## config.mk

```make
export PLATFORM = sky130hd
export DESIGN_NAME = alu_pipe
export DESIGN_NICKNAME = d
export VERILOG_FILES = /design/src/rtl/alu_pipe.sv
export SDC_FILE = /design/constraint.sdc
export NUM_CORES = 1
export LEC_CHECK = 0
export BUFFER_PORTS_ARGS = -buffer_cell sky130_fd_sc_hd__buf_4
export CORE_UTILIZATION = 35
export DETAILED_ROUTE_END_ITERATION = 10
export PLACE_DENSITY = 0.57
export SLEW_MARGIN = 0
export SYNTH_ARGS = -nofsm -noshare
export SYNTH_HDL_FRONTEND = slang
export SYNTH_SLANG_ARGS = --single-unit
```

## constraint.sdc

```tcl
create_clock -name clk -period 6.77 [get_ports clk]
set_input_delay 0.3385 -clock clk [delete_from_list [all_inputs] [get_ports clk]]
set_output_delay 0.3385 -clock clk [all_outputs]
set_load 0.01 [all_outputs]
```

## src/rtl/alu_pipe.sv

```systemverilog
// -----------------------------------------------------------------------------
// alu_pipe
//   Two-stage pipelined ALU with valid/ready handshakes on both sides.
//   The opcode map is invert-A / invert-B followed by a 3-bit function.
//   Status is {V,C,N,Z}. A user tag travels with each operation.
//   ovf_sticky records any delivered result that had V=1.
//
//   Stage 1 registers the operands, carry-in, select and tag.
//   Stage 2 registers the result, status and tag. out_valid is the
//   stage-2 valid bit.
//
// Optional feature (macro ALU_MUL_EN):
//   defined   -> function 7 is the low WIDTH bits of A'*B' (unsigned).
//                Partial products are registered with stage 1 and summed
//                ahead of stage 2, so latency is unchanged.
//   undefined -> function 7 returns 0 with status Z. No multiplier is built.
//
// Parameters:
//   WIDTH  operand/result width (power of two, >= 8)
//   TAG_W  user tag width
//
// Ports:
//   clk, rst             clock, synchronous active-high reset
//   in_valid / in_ready  input handshake
//   a, b, cin, sel       operands, adder carry-in,
//                        sel = {inv_a, inv_b, function[2:0]}
//   tag_in               tag accepted with the operation
//   out_valid/out_ready  output handshake
//   f, status, tag_out   result, {V,C,N,Z}, tag of the result
//   ovf_sticky, ovf_clr  sticky overflow flag and its clear
// -----------------------------------------------------------------------------
module alu_pipe #(
  parameter int WIDTH = 32,
  parameter int TAG_W = 4
) (
  input  logic             clk,
  input  logic             rst,
  input  logic             in_valid,
  output logic             in_ready,
  input  logic [WIDTH-1:0] a,
  input  logic [WIDTH-1:0] b,
  input  logic             cin,
  input  logic [4:0]       sel,
  input  logic [TAG_W-1:0] tag_in,
  output logic             out_valid,
  input  logic             out_ready,
  output logic [WIDTH-1:0] f,
  output logic [3:0]       status,
  output logic [TAG_W-1:0] tag_out,
  output logic             ovf_sticky,
  input  logic             ovf_clr
);

  localparam int SH_W = $clog2(WIDTH);

  localparam logic [2:0] FN_XOR = 3'd0;
  localparam logic [2:0] FN_AND = 3'd1;
  localparam logic [2:0] FN_OR  = 3'd2;
  localparam logic [2:0] FN_NOR = 3'd3;
  localparam logic [2:0] FN_ADD = 3'd4;
  localparam logic [2:0] FN_SLL = 3'd5;
  localparam logic [2:0] FN_SRL = 3'd6;
  localparam logic [2:0] FN_MUL = 3'd7;

  // ---------------------------------------------------------------------------
  // Pipeline control
  // ---------------------------------------------------------------------------
  logic             s1_valid;
  logic [WIDTH-1:0] s1_a;
  logic [WIDTH-1:0] s1_b;
  logic             s1_cin;
  logic [4:0]       s1_sel;
  logic [TAG_W-1:0] s1_tag;

  logic             s2_valid;

  logic             s1_load;
  logic             s1_adv;
  logic             deliver;

  // Stage 1 can take a new op whenever its current content can move on
  // this cycle. That happens when stage 2 is empty or is draining. This
  // keeps the pipe bubble-free, and in_ready depends combinationally on
  // out_ready.
  assign in_ready  = !s1_valid || !s2_valid || out_ready;
  assign s1_load   = in_valid && in_ready;
  assign s1_adv    = s1_valid && (!s2_valid || out_ready);
  assign deliver   = s2_valid && out_ready;
  assign out_valid = s2_valid;

  // ---------------------------------------------------------------------------
  // Stage 1 registers
  // ---------------------------------------------------------------------------
  always_ff @(posedge clk) begin
    if (rst) begin
      s1_valid <= 1'b0;
      s1_a     <= '0;
      s1_b     <= '0;
      s1_cin   <= 1'b0;
      s1_sel   <= '0;
      s1_tag   <= '0;
    end else begin
      if (s1_load) begin
        s1_valid <= 1'b1;
        s1_a     <= a;
        s1_b     <= b;
        s1_cin   <= cin;
        s1_sel   <= sel;
        s1_tag   <= tag_in;
      end else if (s1_adv) begin
        s1_valid <= 1'b0;
      end
    end
  end

`ifdef ALU_MUL_EN
  // ---------------------------------------------------------------------------
  // Multiplier, split across the two stages.
  // Only the low WIDTH bits of the product are needed. With H = WIDTH/2:
  //   A'*B' mod 2^W = lo*lo + ((lo_a*hi_b + hi_a*lo_b) mod 2^H) << H
  // The three partial products are formed from the inputs and registered
  // with stage 1. The final sum feeds stage 2.
  // ---------------------------------------------------------------------------
  localparam int HALF = WIDTH / 2;

  logic [WIDTH-1:0] in_ap;
  logic [WIDTH-1:0] in_bp;
  logic [WIDTH-1:0] pp_ll_d;
  logic [HALF-1:0]  pp_lh_d;
  logic [HALF-1:0]  pp_hl_d;
  logic [WIDTH-1:0] s1_pp_ll;
  logic [HALF-1:0]  s1_pp_lh;
  logic [HALF-1:0]  s1_pp_hl;
  logic [WIDTH-1:0] mul_f;

  assign in_ap   = sel[4] ? ~a : a;
  assign in_bp   = sel[3] ? ~b : b;
  assign pp_ll_d = {{HALF{1'b0}}, in_ap[HALF-1:0]} * {{HALF{1'b0}}, in_bp[HALF-1:0]};
  assign pp_lh_d = in_ap[HALF-1:0] * in_bp[WIDTH-1:HALF];
  assign pp_hl_d = in_ap[WIDTH-1:HALF] * in_bp[HALF-1:0];

  always_ff @(posedge clk) begin
    if (rst) begin
      s1_pp_ll <= '0;
      s1_pp_lh <= '0;
      s1_pp_hl <= '0;
    end else if (s1_load) begin
      s1_pp_ll <= pp_ll_d;
      s1_pp_lh <= pp_lh_d;
      s1_pp_hl <= pp_hl_d;
    end
  end

  assign mul_f = s1_pp_ll + {s1_pp_lh + s1_pp_hl, {HALF{1'b0}}};
`endif

  // ---------------------------------------------------------------------------
  // Stage 1 -> stage 2 combinational datapath
  // ---------------------------------------------------------------------------
  logic [WIDTH-1:0] ap;
  logic [WIDTH-1:0] bp;
  logic [WIDTH:0]   sum;
  logic [SH_W-1:0]  shamt;
  logic [WIDTH-1:0] f_d;
  logic             c_d;
  logic             v_d;
  logic [3:0]       status_d;

  assign ap    = s1_sel[4] ? ~s1_a : s1_a;
  assign bp    = s1_sel[3] ? ~s1_b : s1_b;
  assign sum   = {1'b0, ap} + {1'b0, bp} + {{WIDTH{1'b0}}, s1_cin};
  // Shift amount ignores b bits above SH_W-1; shifts use raw a, not A'.
  assign shamt = s1_b[SH_W-1:0];

  always_comb begin
    f_d = '0;
    c_d = 1'b0;
    v_d = 1'b0;
    case (s1_sel[2:0])
      FN_XOR: f_d = ap ^ bp;
      FN_AND: f_d = ap & bp;
      FN_OR:  f_d = ap | bp;
      FN_NOR: f_d = ~(ap | bp);
      FN_ADD: begin
        f_d = sum[WIDTH-1:0];
        c_d = sum[WIDTH];
        // Signed overflow: operands agree in sign, result does not.
        v_d = ~(ap[WIDTH-1] ^ bp[WIDTH-1]) & (sum[WIDTH-1] ^ ap[WIDTH-1]);
      end
      FN_SLL: f_d = s1_a << shamt;
      FN_SRL: f_d = s1_a >> shamt;
`ifdef ALU_MUL_EN
      FN_MUL: f_d = mul_f;
`else
      FN_MUL: f_d = '0;
`endif
      default: f_d = '0;
    endcase
    status_d = {v_d, c_d, f_d[WIDTH-1], (f_d == '0)};
  end

  // ---------------------------------------------------------------------------
  // Stage 2 registers (visible outputs)
  // ---------------------------------------------------------------------------
  always_ff @(posedge clk) begin
    if (rst) begin
      s2_valid <= 1'b0;
      f        <= '0;
      status   <= 4'b0001;
      tag_out  <= '0;
    end else begin
      if (s1_adv) begin
        s2_valid <= 1'b1;
        f        <= f_d;
        status   <= status_d;
        tag_out  <= s1_tag;
      end else if (deliver) begin
        s2_valid <= 1'b0;
      end
    end
  end

  // A setting delivery takes priority over a clear in the same cycle.
  always_ff @(posedge clk) begin
    if (rst) begin
      ovf_sticky <= 1'b0;
    end else if (deliver && status[3]) begin
      ovf_sticky <= 1'b1;
    end else if (ovf_clr) begin
      ovf_sticky <= 1'b0;
    end
  end

endmodule

```

* Yosys cells after proc, flatten, opt, wreduce, memory -nomap -nowiden *
Cells that the tools add are included.

storage, ports and cells
  bits in registers = 117
  output and inout port bits = 43
  input bits = 79

operators by class
  bitwise gates (word level) = 10
  add/subtract/negate cells = 2
  shift-type cells = 2
  equal/unequal tests = 7
  mux-type cells = 11
  reductions and logical operators = 14

operators with widths
  operator                                              number
  one-hot mux 32 bit (8 select lines)                   1
  NOT 32 bit                                            3
  two-way mux 32 bit                                    2
  adder 32 x 32 -> 33 bit                               1
  adder 33 x 1 -> 33 bit                                1
  AND 32 bit                                            1
  logical NOT 32 bit                                    1
  bitwise OR 32 bit                                     1
  left shift 32 x 5 -> 32 bit                           1
  >> shifter 32 x 5 -> 32 bit                           1
  XOR 32 bit                                            1
  equality test 3 bit (second input constant)           4
  two-way mux 1 bit                                     8
  equality test 3 x 2 -> 1 bit (second input constant)  2
  nonzero test 2 bit                                    3
  logical AND 1 bit                                     4
  equality test 3 x 1 -> 1 bit (second input constant)  1
  logical NOT 3 bit                                     1
  logical OR 1 bit                                      3
  logical NOT 1 bit                                     2
  XOR 1 bit                                             2
  AND 1 bit                                             1
  NOT 1 bit                                             1

* Depth between registers and ports, before layout *
Gate-level depths: netlist (run 1).

  depth after elaboration = 7
  mapped depth = 20
  mapped depth without buffers = 13

* Least setup slack after synthesis (run 1) *
Ideal clock, no wire load.

  kind = register -> register
  start = register s1_b[0]
  end = register status[0]
  path slack = 1.822 ns
  required time = 6.648 ns
  setup time = 0.122 ns
  cell stages (with the launch flop) = 21
  arrival = 4.826 ns
  cells stage by stage = dfxtp_1 -> buf_6 -> buf_12 -> buf_4 -> buf_4 -> buf_2 -> buf_4 -> buf_2 -> xor2_1 -> fa_1 -> fa_1 -> a21o_1 -> a221oi_1 -> a2bb2oi_1 -> o211ai_1 -> a221o_1 -> a211oi_1 -> o21ai_0 -> a2bb2oi_1 -> a211oi_1 -> a221o_1

on the way
  word-level cells in the longest chain between the ends = 6

ends and longest elaborated chain
  what                                                                 RTL line       RTL
  from (decl)                                                          70             logic [WIDTH-1:0] s1_b;
  from (signal assigned)                                               98             s1_b <= '0;
  from (signal assigned)                                               106            s1_b <= b;
  NOT 32 bit                                                           170            assign bp = s1_sel[3] ? ~s1_b : s1_b;
  two-way mux 32 bit                                                   170
  adder 32 x 32 -> 33 bit / bitwise OR 32 bit (equally long branches)  171, 182, 183
  adder 33 x 1 -> 33 bit / NOT 32 bit (equally long branches)          171, 183
  one-hot mux 32 bit (8 select lines) *                                179            case (s1_sel[2:0])
  logical NOT 32 bit *                                                 199            status_d = {v_d, c_d, f_d[WIDTH-1], (f_d == '0)};
  to (signal assigned)                                                 215            status <= status_d;
  to (decl)                                                            48             output logic [3:0] status,

Every way passes the cells marked *; elsewhere a longest branch is shown, timed or not.
A chain may end at the register's enable or synchronous reset.

* Worst setup path after layout (run 1) *
Ends and elaborated chain as after synthesis.

==> results.yml, run 1 <==
hold_path:
  worst_hold_path_type: "input port to flip-flop"
  hold_start: "in_valid"
  whs_path_depth: 3
  whs_endpoint: "s1_valid$_SDFFE_PP0P_"
final_layout:
  fin_nets: 1866
  register_area_um2: 2340
  area_growth_pct: 13.1
  fill_cells: 3966
  drive_above_1_share: 0.190
  finish.utilization: 0.401
  multi_input_area_um2: 9900
timing:
  setup_viol: 0
  relSlewSlack: 0.0878
  layout_setup_ws_ns: 1.69
  min_period_ns: 5.08
  fin_skew_ns: 0.0215
  fmax_mhz: 197
  fin_tns_setup_ns: 0
  hold_violations: 0
  period_share: 0.750
  slew_viol_final: 0
  worstMarginPinSlew_ns: 1.35
  rsz0062_at_grt: "no"
synthesis:
  syn_inst: 1710
  yosys.area.top_type_share: 0.174
  async_flop_share: 0
  ys_top_cells_by_area: "dfxtp_1, mux4_2, nand2_1, a21oi_1, ha_1"
  synth_nets: 1855
  synth_cell_types: 91
  ys_ff_latch: 116
  seq_area_frac_synth: 0.174
  synth_warnings: 0
  synth-edff-count: 0
  ys.flop_type: "dfxtp_1"
  synth_area_leader_cell: "dfxtp_1"
  synth.cell_area_um2: 13300
  yosysMostFrequentCell: "nand2_1"
  ys_top_cells_by_count: "nand2_1, a21oi_1, clkbuf_1, dfxtp_1, nor2_1"
  synth.avg_cell_area_um2: 7.79
global_routing:
  grt_overflow: 0
  grt_pass1_vias: 13200
  globalRouteTotalUtil: 0.306
  grt_antenna_before_repair: 2
  grt_max_degree: 81
  grt_pass1_wl_um: 87900
critical_path:
  critPathRequiredTime_ns: 7.09
  reg2regPathDepth: 13
  cp-start-kind: "flip-flop"
  end_kind: "flip-flop"
  regToRegEndpoint: "status[0]$_SDFFE_PP1P_"
  worstSetupPathType: "flip-flop to flip-flop"
  timing.rr.start: "s1_b[0]$_SDFFE_PP0P_"
  cp.arrival_ns: 5.40
  worst-path-max-fanout: 38
  worst-r2r-setup-slack_ns: 1.69
placed_design:
  dp_slack_ns: 1.77
  portBuffers: 121
  dp.final_hpwl_um: 44300
  routabilityCongestion: 1.05
detailed_routing:
  avgRoutedWirePerCell_um: 26.5
  drt_iter0_markers: 1550
  drt_wl_total_um: 59500
  drc: 0
  antenna_left: 0
  dr.pass1.iters: 6
  routed_via_density: 6.22
  via_count: 14000
floorplan:
  io_pins: 122
  chipWidth_um: 197
  core_um2: 37600
  dieArea_um2: 38800
  die_y_um: 197
  placementRows: 71
  initial_core_util: 0.355
clock_network:
  cts_root_buffer: "clkbuf_16"
  cts_buffers: 17
  cts_tree: "yes"
  clockBufferDepth: 2
  insertion_delay_ns: 0.45
  ctsResizeCount: 0
  cts.clk_slew.worst_paths_ns: 0.07
  ctsHoldBuffers: 0
  cts.htree.levels: 4
  postCtsSetupBuffers: 0
  clock-sinks: 116
pwr:
  power.density_nw_per_um2: 190
  power_leakage_uw: 0.00612
  ir_worst_vdd_mv: 0.122
job:
  maxCapViolCount: 0
status:
  status: "finished, final reports clean"
==> per-layer routing <==
layer / track usage / share of wire / vias up
met4: 0.146 / 0.048 / 2
met2: 0.457 / 0.43 / 727
li1: - / - / 6284
met3: 0.0796 / 0.10 / 127
met1: 0.408 / 0.42 / 6831
met5: 0 / 0.00020 / -
==> per-stage QoR <==
stage	std cells	instance area (um2)	hold slack (ns)	total power, uW
global placement	2213	14500	0.447	1880
global route	2245	15100	0.150	2980
CTS	2245	15100	0.119	2840
floorplan	1710	13300	0.432	1510
finish	2246	15100	0.128	2860
detailed placement	2213	14500	0.448	1890
==> state kept, by name, summed over array words and instances (netlist names) <==
signal / count
s1_a: 32
s1_sel: 5
s1_b: 32
s1_cin: 1
s1_tag: 4
out_valid: 1
f: 31
tag_out: 4
s1_valid: 1
ovf_sticky: 1
status: 4
==> kinds of logic after synthesis <==
kind of cell	count (synthesis)	share of synthesized area
compound gates	479	0.241
fa+ha+maj	66	0.0631
simple gates	552	0.197
flops	116	0.174
mux	167	0.196
xor+xnor	67	0.0440
buf+inv	263	0.0851
==> worst max-delay path, stage by stage (launching register included) <==
cell and delay, ns:
dfxtp_4 0.72, xor2_1 0.23, fa_1 0.51, fa_1 0.47, a21o_1 0.24, a221oi_1 0.59
a2bb2oi_1 0.40, o211ai_1 0.24, a221o_1 0.39, a211oi_1 0.37, o21ai_0 0.13, a2bb2oi_1 0.22
a211oi_1 0.09, a221o_1 0.33
==> how the worst max path moves through the flow <==
stage                                     from                      to  slack [ns]  cells after the start
after CTS                 s1_b[0]$_SDFFE_PP0P_  status[0]$_SDFFE_PP1P_        1.73                     13
final                     s1_b[0]$_SDFFE_PP0P_  status[0]$_SDFFE_PP1P_        1.69                     13
after floorplan           s1_b[0]$_SDFFE_PP0P_  status[0]$_SDFFE_PP1P_        1.82                     20
after global placement    s1_b[0]$_SDFFE_PP0P_  status[0]$_SDFFE_PP1P_        1.76                     13
after detailed placement  s1_b[0]$_SDFFE_PP0P_  status[0]$_SDFFE_PP1P_        1.77                     13
after global routing      s1_b[0]$_SDFFE_PP0P_  status[0]$_SDFFE_PP1P_        1.26                     13
==> cell usage in the layout, fill, tap and decap left out, drive strengths merged, types with 52 or more instances in the layout <==
cell type and instances:
buf 172, nor2 90, inv 90, dfxtp 116
ha 64, xor2 61, mux4 70, nand2 273
a21oi 163, mux2i 69, o21ai 52
==> cell type report <==
class                           count  area share
Clock buffer                       18      0.0299
Sequential cell                   116       0.155
Multi-Input combinational cell   1331       0.657
Tap cell                          511      0.0424
Timing Repair Buffer              172      0.0857
Antenna cell                        1    0.000166
Inverter                           83      0.0207
Clock inverter                     14     0.00922
==> power by group <==
| group | leakage [uW] | internal [uW] | switching [uW] |
|---|---|---|---|
| sequential | 0.000956 | 724 | 72.8 |
| combinational | 0.00488 | 420 | 685 |
| clock | 0.000287 | 538 | 417 |
Power figures use the tool's default switching activity.
==> run 2, diff against run 1 <==
Settings changed: PLACE_DENSITY 0.57 to 0.59.
Clock period 6.77 ns to 4.6 ns, I/O delays scaled along.
==> run 2 against run 1 <==
  * Maximum frequency grew 19%
  * Cell area grew 3.0%
  * Critical endpoint unchanged
  * Routed wire length is essentially flat
  * Via count grew 1.6%
  * Global-route usage grew 0.31 points
  * Sequential power grew 46%
  * Register-to-register slack lost 1.4 ns
  * Combinational power grew 56%
  * Setup slack lost 1.4 ns
  * Count of clock-buffer cells in the layout is the same
  * Flip-flop and latch count is the same
  * First-iteration DRC count grew 21%
==> results.yml, run 2 (same netlist as run 1, synthesis figures left out) <==
status:
  status: "finished, final reports clean"
global_routing:
  grt_pass1_vias: 13500
  grt_pass1_wl_um: 89200
  grt_antenna_before_repair: 1
  grt_overflow: 0
  grt_max_degree: 86
  globalRouteTotalUtil: 0.309
critical_path:
  crit_chain: "xor2_1 -> fa_2 -> fa_2 -> a21o_1 -> a221oi_2 -> a2bb2oi_1 -> o211ai_1 -> a221o_1 -> a211oi_2 -> o21ai_0 -> a2bb2oi_1 -> a211oi_1 -> a221o_1"
  slowest_stage: "fa_2"
  critPathRequiredTime_ns: 4.92
  end_kind: "flip-flop"
  worst-path-max-fanout: 4
  path_buf_inv: 0
  max_stage_delay_ns: 0.51
  regToRegEndpoint: "status[0]$_SDFFE_PP1P_"
  timing.rr.start: "s1_sel[3]$_SDFFE_PP0P_"
  cp.arrival_ns: 4.61
  critPathTopFamily: "compound AO/OA/AOI/OAI gates"
  cp-start-kind: "flip-flop"
  reg2regPathDepth: 13
  worstSetupPathType: "flip-flop to flip-flop"
  worst-r2r-setup-slack_ns: 0.31
pwr:
  power_leakage_uw: 0.00639
  power.density_nw_per_um2: 274
  ir_worst_vdd_mv: 0.245
timing:
  layout_setup_ws_ns: 0.314
  setup_viol: 0
  slew_viol_final: 0
  worstMarginPinSlew_ns: 1.13
  rsz0062_at_grt: "no"
  fin_tns_setup_ns: 0
  min_period_ns: 4.29
  hold_violations: 0
  period_share: 0.932
  fmax_mhz: 233
  fin_skew_ns: 0.0104
  relSlewSlack: 0.241
clock_network:
  cts.clk_slew.worst_paths_ns: 0.06
  ctsHoldBuffers: 0
  cts.htree.levels: 4
  clockBufferDepth: 2
  cts_tree: "yes"
  postCtsSetupBuffers: 0
  ctsResizeCount: 0
  clock-sinks: 116
  cts_root_buffer: "clkbuf_16"
  insertion_delay_ns: 0.44
  cts_buffers: 17
detailed_routing:
  avgRoutedWirePerCell_um: 25.9
  routed_via_density: 6.19
  drt_wl_total_um: 59500
  drc: 0
  drt_iter0_markers: 1875
  dr.pass1.iters: 6
  antenna_left: 0
  via_count: 14200
floorplan:
  dieArea_um2: 38800
  core_um2: 37600
  initial_core_util: 0.355
  chipWidth_um: 197
  placementRows: 71
  io_pins: 122
  die_y_um: 197
final_layout:
  largestRegisters: "s1_a (32), s1_b (32), f (31)"
  area_growth_pct: 16.4
  final_area_um2: 15500
  fin_nets: 1913
  drive_above_1_share: 0.214
  mostFrequentLayoutCells: "nand2_1, buf_4, a21oi_1, dfxtp_1, nor2_1"
  layout_commonest_cell: "nand2_1"
placed_design:
  routabilityCongestion: 1.04
  dp.final_hpwl_um: 46100
  place_area_um2: 14900
  dp_slack_ns: 0.392
  portBuffers: 121
hold_path:
  hold_start: "b[1]"
  whs_path_depth: 3
  worst_hold_path_type: "input port to flip-flop"
  whs_endpoint: "s1_b[1]$_SDFFE_PP0P_"
job:
  maxCapViolCount: 0
-- run 2: cell types whose count changed in the layout (fill, tap and decap cells not counted) --
cell	change
a211oi_2	+1
a221oi_1	-1
inv_8	-1
clkinvlp_4	-1
fa_1	-2
a211oi_1	-1
fa_2	+2
nor4bb_4	-1
nor4bb_2	+1
clkinv_4	+2
a221oi_2	+1
buf_12	+7
buf_4	+40
-- run 2: metal layers --
layer  wire length (um)  track usage
met5                  0            0
met3               5450       0.0649
met2              25800        0.467
met1              24800        0.410
met4               3440        0.169
-- run 2: final cells by class --
class,count,area [um2]
Clock inverter,14,138
Tap cell,511,639
Antenna cell,1,2.50
Sequential cell,116,2340
Fill cell,3879,22100
Clock buffer,18,450
Multi-Input combinational cell,1331,9900
Timing Repair Buffer,219,1730
Inverter,83,312
-- run 2: worst max-delay path by stage --
stage                            from                endpoint  slack [ns]  cells past startpoint
3_3_place_gp   s1_sel[3]$_SDFFE_PP0P_  status[0]$_SDFFE_PP1P_        0.39                     13
5_1_grt        s1_sel[3]$_SDFFE_PP0P_  status[0]$_SDFFE_PP1P_        0.06                     13
2_1_floorplan    s1_b[0]$_SDFFE_PP0P_  status[0]$_SDFFE_PP1P_        0.03                     20
4_1_cts        s1_sel[3]$_SDFFE_PP0P_  status[0]$_SDFFE_PP1P_        0.36                     13
3_5_place_dp   s1_sel[3]$_SDFFE_PP0P_  status[0]$_SDFFE_PP1P_        0.39                     13
6_report       s1_sel[3]$_SDFFE_PP0P_  status[0]$_SDFFE_PP1P_        0.31                     13
-- run 2: stage by stage --
| step | util | cells | total power [uW] | hold slack, ns |
|---|---|---|---|---|
| floorplan | - | 1710 | 2230 | 0.347 |
| global placement | 0.397 | 2260 | 2850 | 0.450 |
| detailed placement | 0.397 | 2260 | 2850 | 0.452 |
| CTS | 0.413 | 2292 | 4240 | 0.0150 |
| global route | 0.413 | 2292 | 4440 | 0.0340 |
| finish | 0.413 | 2293 | 4250 | 0.0326 |
-- run 2: power by group --
group | total [uW] | switching [uW] | internal, uW
Combinational | 1720 | 1050 | 669
Sequential | 1160 | 92.3 | 1070
Clock | 1380 | 586 | 790
-- run 2: worst reg2reg max path: stages (launching register included) --
cell	delay (ns)
dfxtp_2	0.34
xor2_1	0.21
fa_2	0.51
fa_2	0.43
a21o_1	0.22
a221oi_2	0.45
a2bb2oi_1	0.35
o211ai_1	0.23
a221o_1	0.43
a211oi_2	0.29
o21ai_0	0.11
a2bb2oi_1	0.19
a211oi_1	0.09
a221o_1	0.32
